## src/rtl/le_arb_pkg.sv

```systemverilog
// Shared definitions for the compare arbiter: operand exception encodings
// and the default operand MSB index.
package le_arb_pkg;

  localparam int WIDTH_DEF = 14;

  // Top two operand bits carry the exception class, followed by the sign.
  typedef enum logic [1:0] {
    EXC_ZERO   = 2'b00,
    EXC_NORMAL = 2'b01,
    EXC_INF    = 2'b10,
    EXC_NAN    = 2'b11
  } exc_e;

endpackage

```

## src/rtl/le_cmp_arbiter_rr_grant.sv

```systemverilog
// Round-robin one-hot grant: first set request at or above ptr, wrapping.
module rr_grant #(
  parameter int N_REQ = 4,
  parameter int TAG_W = 2
) (
  input  logic [N_REQ-1:0] req,
  input  logic [TAG_W-1:0] ptr,
  output logic [N_REQ-1:0] grant
);

  logic [2*N_REQ-1:0] req_dbl;
  logic [2*N_REQ-1:0] gnt_dbl;
  logic [N_REQ-1:0]   rot;
  logic [N_REQ-1:0]   rot_gnt;

  // Rotate so ptr sits at bit 0, isolate the lowest set bit, rotate back.
  assign req_dbl = {req, req} >> ptr;
  assign rot     = req_dbl[N_REQ-1:0];
  assign rot_gnt = rot & (-rot);
  assign gnt_dbl = {rot_gnt, rot_gnt} << ptr;
  assign grant   = gnt_dbl[2*N_REQ-1 -: N_REQ];

endmodule

```

## src/rtl/le_cmp_arbiter.sv

```systemverilog
// Shares one external pipelined A<=B comparator between N_REQ requesters;
// results return in acceptance order, tagged with the requester index.
module le_cmp_arbiter
  import le_arb_pkg::*;
#(
  parameter int WIDTH = WIDTH_DEF,
  parameter int N_REQ = 4,
  parameter int LAT   = 2,
  parameter int TAG_W = 2
) (
  input  logic                       clk,
  input  logic                       rst,
  input  logic [N_REQ-1:0]           req_valid,
  output logic [N_REQ-1:0]           req_ready,
  input  logic [N_REQ*(WIDTH+1)-1:0] req_a,
  input  logic [N_REQ*(WIDTH+1)-1:0] req_b,
  output logic [WIDTH:0]             cmp_a,
  output logic [WIDTH:0]             cmp_b,
  output logic                       cmp_issue,
  input  logic                       cmp_le,
  output logic                       rsp_valid,
  output logic [TAG_W-1:0]           rsp_tag,
  output logic                       rsp_le,
  output logic                       busy
);

  localparam int OP_W = WIDTH + 1;

  logic [TAG_W-1:0]          ptr_q;
  logic [N_REQ-1:0]          req_live;
  logic [N_REQ-1:0]          grant;
  logic                      hs;
  logic [TAG_W-1:0]          gnt_idx;
  logic [OP_W-1:0]           sel_a;
  logic [OP_W-1:0]           sel_b;
  logic [LAT:0]              pipe_vld;
  logic [LAT:0][TAG_W-1:0]   pipe_tag;

  // Masking requests during reset keeps req_ready low regardless of ptr.
  assign req_live = rst ? req_valid : '0;

  rr_grant #(
    .N_REQ (N_REQ),
    .TAG_W (TAG_W)
  ) u_rr_grant (
    .req   (req_live),
    .ptr   (ptr_q),
    .grant (grant)
  );

  assign req_ready = grant;
  assign hs        = |grant;

  always_comb begin
    gnt_idx = '0;
    sel_a   = '0;
    sel_b   = '0;
    for (int i = 0; i < N_REQ; i++) begin
      if ((grant & (N_REQ'(1) << i)) != '0) begin
        gnt_idx = TAG_W'(i);
        sel_a   = OP_W'(req_a >> (i * OP_W));
        sel_b   = OP_W'(req_b >> (i * OP_W));
      end
    end
  end

  // Stage 0 is the issue register; stage LAT lines up with a valid cmp_le.
  always_ff @(posedge clk) begin
    if (!rst) begin
      ptr_q     <= '0;
      pipe_vld  <= '0;
      pipe_tag  <= '0;
      cmp_a     <= '0;
      cmp_b     <= '0;
      rsp_valid <= 1'b0;
      rsp_tag   <= '0;
      rsp_le    <= 1'b0;
    end else begin
      if (hs) begin
        ptr_q <= (gnt_idx == TAG_W'(N_REQ - 1)) ? '0 : gnt_idx + TAG_W'(1);
        cmp_a <= sel_a;
        cmp_b <= sel_b;
      end
      pipe_vld  <= {pipe_vld[LAT-1:0], hs};
      pipe_tag  <= {pipe_tag[LAT-1:0], gnt_idx};
      rsp_valid <= pipe_vld[LAT];
      if (pipe_vld[LAT]) begin
        rsp_tag <= pipe_tag[LAT];
        rsp_le  <= cmp_le;
      end
    end
  end

  assign cmp_issue = pipe_vld[0];
  assign busy      = (|pipe_vld) | rsp_valid;

endmodule

```

## config.mk

```make
export PLATFORM = sky130hd
export DESIGN_NAME = le_cmp_arbiter
export DESIGN_NICKNAME = d
export VERILOG_FILES = /design/src/rtl/le_arb_pkg.sv /design/src/rtl/le_cmp_arbiter_rr_grant.sv /design/src/rtl/le_cmp_arbiter.sv
export SDC_FILE = /design/constraint.sdc
export NUM_CORES = 1
export LEC_CHECK = 0
export ABC_AREA = 1
export CAP_MARGIN = 10
export CORE_ASPECT_RATIO = 0.9
export CORE_UTILIZATION = 39
export DETAILED_ROUTE_END_ITERATION = 10
export PLACE_DENSITY = 0.86
export SKIP_CTS_REPAIR_TIMING = 1
export SLEW_MARGIN = 20
export SYNTH_ARGS = -nofsm -noshare
export SYNTH_HDL_FRONTEND = slang
export SYNTH_SLANG_ARGS = --single-unit
```

## constraint.sdc

```tcl
create_clock -name clk -period 3.07 [get_ports clk]
set_clock_uncertainty 0.1 [all_clocks]
set_input_delay 0.7675 -clock clk [delete_from_list [all_inputs] [get_ports clk]]
set_output_delay 0.7675 -clock clk [all_outputs]
set_load 0.01 [all_outputs]
```

# Word level (Yosys, flattened, before mapping)
# Cells that the tools add are included.
op_classes:
  add_sub_neg: 2
  n_eq_ne: 1
  shift: 2
  mux: 13
  bitwise: 2
  reduce_logical: 2
op_table:
  columns: ["operator", "n"]
  rows:
  - ["15-bit two-way mux", 8]
  - ["8-bit by 2-bit << shifter with 8-bit output", 1]
  - ["8-bit by 2-bit right shift with 4-bit output", 1]
  - ["2-bit two-way mux", 3]
  - ["4-bit bitwise AND", 1]
  - ["4-bit two-way mux", 1]
  - ["4-bit negation", 1]
  - ["4-bit OR reduction", 1]
  - ["3-bit OR reduction", 1]
  - ["2-bit by 1-bit adder with 2-bit output (second input constant)", 1]
  - ["2-bit equality test (second input constant)", 1]
  - ["1-bit two-way mux", 1]
  - ["1-bit OR", 1]
word_totals:
  reg_bits: 45
  output_inout_bits: 40
  wordCells: 32

# Logic depth before layout (Yosys ltp)
logic_depth:
  depth_word: 10
  depth_mapped: 15
  ltp_nobuf: 13

# Hierarchy
# From an unflattened synthesis, not the netlist that was laid out.
unflattened:
  hier_cells: 516
  area_unflattened_um2: 2996.6
by_module_without_submodules:
  columns: ["module", "n_inst", "cells_per_inst", "area_each_um2", "seq_area_each_um2"]
  rows:
  - ["le_cmp_arbiter", 1, 465, 2725.1, 900.9]
  - ["rr_grant", 1, 51, 271.5, 0.0]

# Least setup slack after synthesis
# Ideal clock, no wire load.
synth_timing:
  path_type: "input -> output"
  startpoint: "input rst"
  endpoint: "output req_ready[3]"
  arrival_ns: 1.896
  required_time_ns: 2.203
  slack_ns: 0.307
  cell_stages: 11
  cell_sequence: "buf_4 nand2_2 nand2_1 nand3_1 nand2_2 nor2_4 nand3_2 nand3_2 nand2_4 buf_2 inv_1"
synth_via:
  elab_chain_cells: 5
synth_rtl:
  columns: ["element", "line", "rtl"]
  rows:
  - ["from (decl)", "le_cmp_arbiter.sv:12", "input logic rst,"]
  - ["4-bit two-way mux (*)", "le_cmp_arbiter.sv:40", "assign req_live = rst ? req_valid : '0;"]
  - ["8-bit by 2-bit right shift with 4-bit output (*)", "le_cmp_arbiter_rr_grant.sv:17", "assign req_dbl = {req, req} >> ptr;"]
  - ["4-bit negation", "le_cmp_arbiter_rr_grant.sv:19", "assign rot_gnt = rot & (-rot);"]
  - ["4-bit bitwise AND (*)", "le_cmp_arbiter_rr_grant.sv:19", null]
  - ["8-bit by 2-bit << shifter with 8-bit output (*)", "le_cmp_arbiter_rr_grant.sv:20", "assign gnt_dbl = {rot_gnt, rot_gnt} << ptr;"]
  - ["to (decl)", "le_cmp_arbiter.sv:14", "output logic [N_REQ-1:0] req_ready,"]
# Mark *: on every way between the ends. The rest lies on a longest branch, timed or not.

# Worst setup path after layout
layout_timing:
  startpoint: "input req_valid[3]"
  endpoint: "output req_ready[2]"
layout_via:
  elab_chain_cells: 5
layout_rtl:
  columns: ["element", "line", "rtl"]
  rows:
  - ["from (decl)", "le_cmp_arbiter.sv:13", "input logic [N_REQ-1:0] req_valid,"]
  - ["4-bit two-way mux (*)", "le_cmp_arbiter.sv:40", null]
  - ["8-bit by 2-bit right shift with 4-bit output (*)", "le_cmp_arbiter_rr_grant.sv:17", null]
  - ["4-bit negation", "le_cmp_arbiter_rr_grant.sv:19", null]
  - ["4-bit bitwise AND (*)", "le_cmp_arbiter_rr_grant.sv:19", null]
  - ["8-bit by 2-bit << shifter with 8-bit output (*)", "le_cmp_arbiter_rr_grant.sv:20", null]
# Marks and branches as above.

==> flow_metrics.env <==
export IMPL_relSlewSlack_pct=61.06
export IMPL_grt_max_degree=43
export IMPL_rows=30
export IMPL_min_period_ns=2.958
export IMPL_antenna_cells=0
export IMPL_mostFrequentLayoutCell="clkdlybuf4s50_1"
export IMPL_path_delay_family="simple AND/OR/NAND/NOR gates"
export IMPL_boundaryPins=167
export IMPL_dp_final_hpwl_mm=7.079
export IMPL_cp_required_ns=2.20
export IMPL_cp_start_kind="input port"
export IMPL_syn_inst=455
export IMPL_clkTransAtPathRegs_ns=0.08
export IMPL_drv_slew=0
export IMPL_tns_ns=0
export IMPL_synth_avg_cell_area_um2=6.677
export IMPL_first_global_vias=3394
export IMPL_syn_nets=582
export IMPL_grt_pass1_wl_mm=15.32
export IMPL_place_ws_ns=-0.5161
export IMPL_wl_per_cell_um=13.60
export IMPL_status="finished clean"
export IMPL_first_iter_violations=148
export IMPL_core_area_um2=7545
export IMPL_die_h_um=85.73
export IMPL_synth_warnings=0
export IMPL_crit_path_cell_trace="dlymetal6s2s_1 > nand2_2 > nand2_1 > nand3_1 > nand2_2 > nor2_4 > buf_4 > nand3_2 > nand3_1 > nand2_2 > inv_1 > dlymetal6s2s_1"
export IMPL_setup_violations_final=0
export IMPL_final_cell_mix="157 x clkdlybuf4s50_1, 145 x nand3_1, 66 x nor2_1"
export IMPL_ir_drop_mv=0.4807
export IMPL_ys_seq_area_share_pct=29.65
export IMPL_drt_total_wl_mm=9.739
export IMPL_antenna_found_initial=0
export IMPL_gp_congestion=0.7746
export IMPL_die_x_um=95.03
export IMPL_fillers=657
export IMPL_critical_path_arrival_ns=2.09
export IMPL_whs_ns=0.3200
export IMPL_overflow=0
export IMPL_p_leak_nw=2.334
export IMPL_path_buf_inv=4
export IMPL_final_area_um2=4964
export IMPL_placed_cell_area_um2=4785
export IMPL_cts_root_buf="clkbuf_8"
export IMPL_cp_end_kind="output pin"
export IMPL_slowest_stage="dlymetal6s2s_1"
export IMPL_rsz0062_at_grt="false"
export IMPL_clk_latency_ns=0.28
export IMPL_power_density_nw_per_um2=975.0
export IMPL_vias=3705
export IMPL_h_tree_depth=2
export IMPL_synth_cell_type_count=21
export IMPL_numPortBuffers=166
export IMPL_cts_sinks=45
export IMPL_clk_path_buf_depth=2
export IMPL_die_area_um2=8147
export IMPL_crit_top_cell="nand2_2"
export IMPL_cp_max_fo=3
export IMPL_cap_viol_max_count=0
export IMPL_period_share_pct=96.34
export IMPL_antenna_left=0
export IMPL_syn_area_um2=3038
export IMPL_via_per_inst=5.175
export IMPL_max_freq_ghz=0.3381
export IMPL_drtPass1Iterations=7
export IMPL_post_route_worst_setup_slack_ns=0.1124
export IMPL_synth_seq_cells=45
export IMPL_area_delta_synth_final_pct=63.39
export IMPL_hp_class="register to register"
export IMPL_cts_tree="done"
export IMPL_initial_core_util_pct=40.27
export IMPL_hold_viol=0
export IMPL_nNetsFinal=746
export IMPL_slowest_delay_ns=0.17
export IMPL_grt_usage_pct=23.90
export IMPL_drive_gt1_share_pct=15.00
export IMPL_numCtsBuffers=5
export IMPL_drc=0
export IMPL_crit_type="input port to output pin"
export IMPL_worst_pin_slew_ns=0.5842
export IMPL_total_power_w=0.004840
## final timing paths
path | startpoint | end | slack [ns] | cells after the start
setup / recovery | req_valid[3] | req_ready[2] | 0.11 | 12
hold / removal | pipe_tag[0] | pipe_tag[2] | 0.32 | 2
setup reg to reg | ptr_q[0] | cmp_a[3] | 0.64 | 14
hold reg to reg | pipe_tag[0] | pipe_tag[2] | 0.32 | 2
## cell families (layout without fill, tap and decap cells)
kind of cell / Yosys count / count (layout) / share of synthesized area, %
and+or+nand+nor: 324 / 324 / 56.47
DFF: 45 / 45 / 29.65
AOI/OAI and AO/OA: 5 / 5 / 0.8233
buffers and inverters: 81 / 246 / 13.06
## registers in the layout, summed over array words and instances (netlist names)
register and count:
rsp_le 1, cmp_b 15, pipe_vld 3, pipe_tag 6
rsp_tag 2, rsp_valid 1, cmp_a 15, ptr_q 2
## cell usage after synthesis
cell type	count	area share [%]
a21oi_1	1	0.16
buf_2	26	4.3
buf_4	1	0.25
buf_6	3	1.1
buf_8	3	1.5
clkbuf_1	1	0.12
dfxtp_1	45	30
inv_1	45	5.6
inv_2	2	0.25
nand2_1	60	7.4
nand2_2	6	1.2
nand2_4	3	1.1
nand3_1	145	24
nand3_2	40	13
nand4_1	1	0.21
nor2_1	66	8.2
nor2_4	1	0.37
nor2_8	1	0.66
o21ai_0	3	0.49
o21ai_1	1	0.16
or4_1	1	0.25
## stage by stage
step	utilization [%]	std cells
finish	65.79	716
detailed placement	63.42	705
floorplan	-	455
global route	65.79	716
CTS	65.01	713
global placement	63.42	705
## routing by layer
layer,up-vias,part of all wire [%],GRT usage [%]
met5,-,0,0
met4,0,2.2,8.540
met3,22,8.9,6.649
met2,195,51,43.17
met1,1673,38,26.53
li1,1815,-,-
## area by class of cell
cell class	instances	area [µm²]	area share [%]
multi-input combinational	329	1753	35.32
tap	96	120.1	2.420
timing repair buffer	191	1892	38.11
clock buffer	6	82.58	1.664
clock inverter	2	37.54	0.7562
sequential	45	902.1	18.17
inverter	47	176.4	3.554
## power by group
group          switching [W]  internal (W)
sequential          0.000169      0.000876
combinational        0.00189       0.00145
clock               0.000191      0.000265
## worst min-delay path: cells and delay by family (launching register included)
kind                   cells  cell delay, ns
flip-flops                 1            0.31
AND/OR/NAND/NOR            1            0.05
buffers and inverters      1            0.04
No activity file was read; power rests on OpenSTA's default activity.
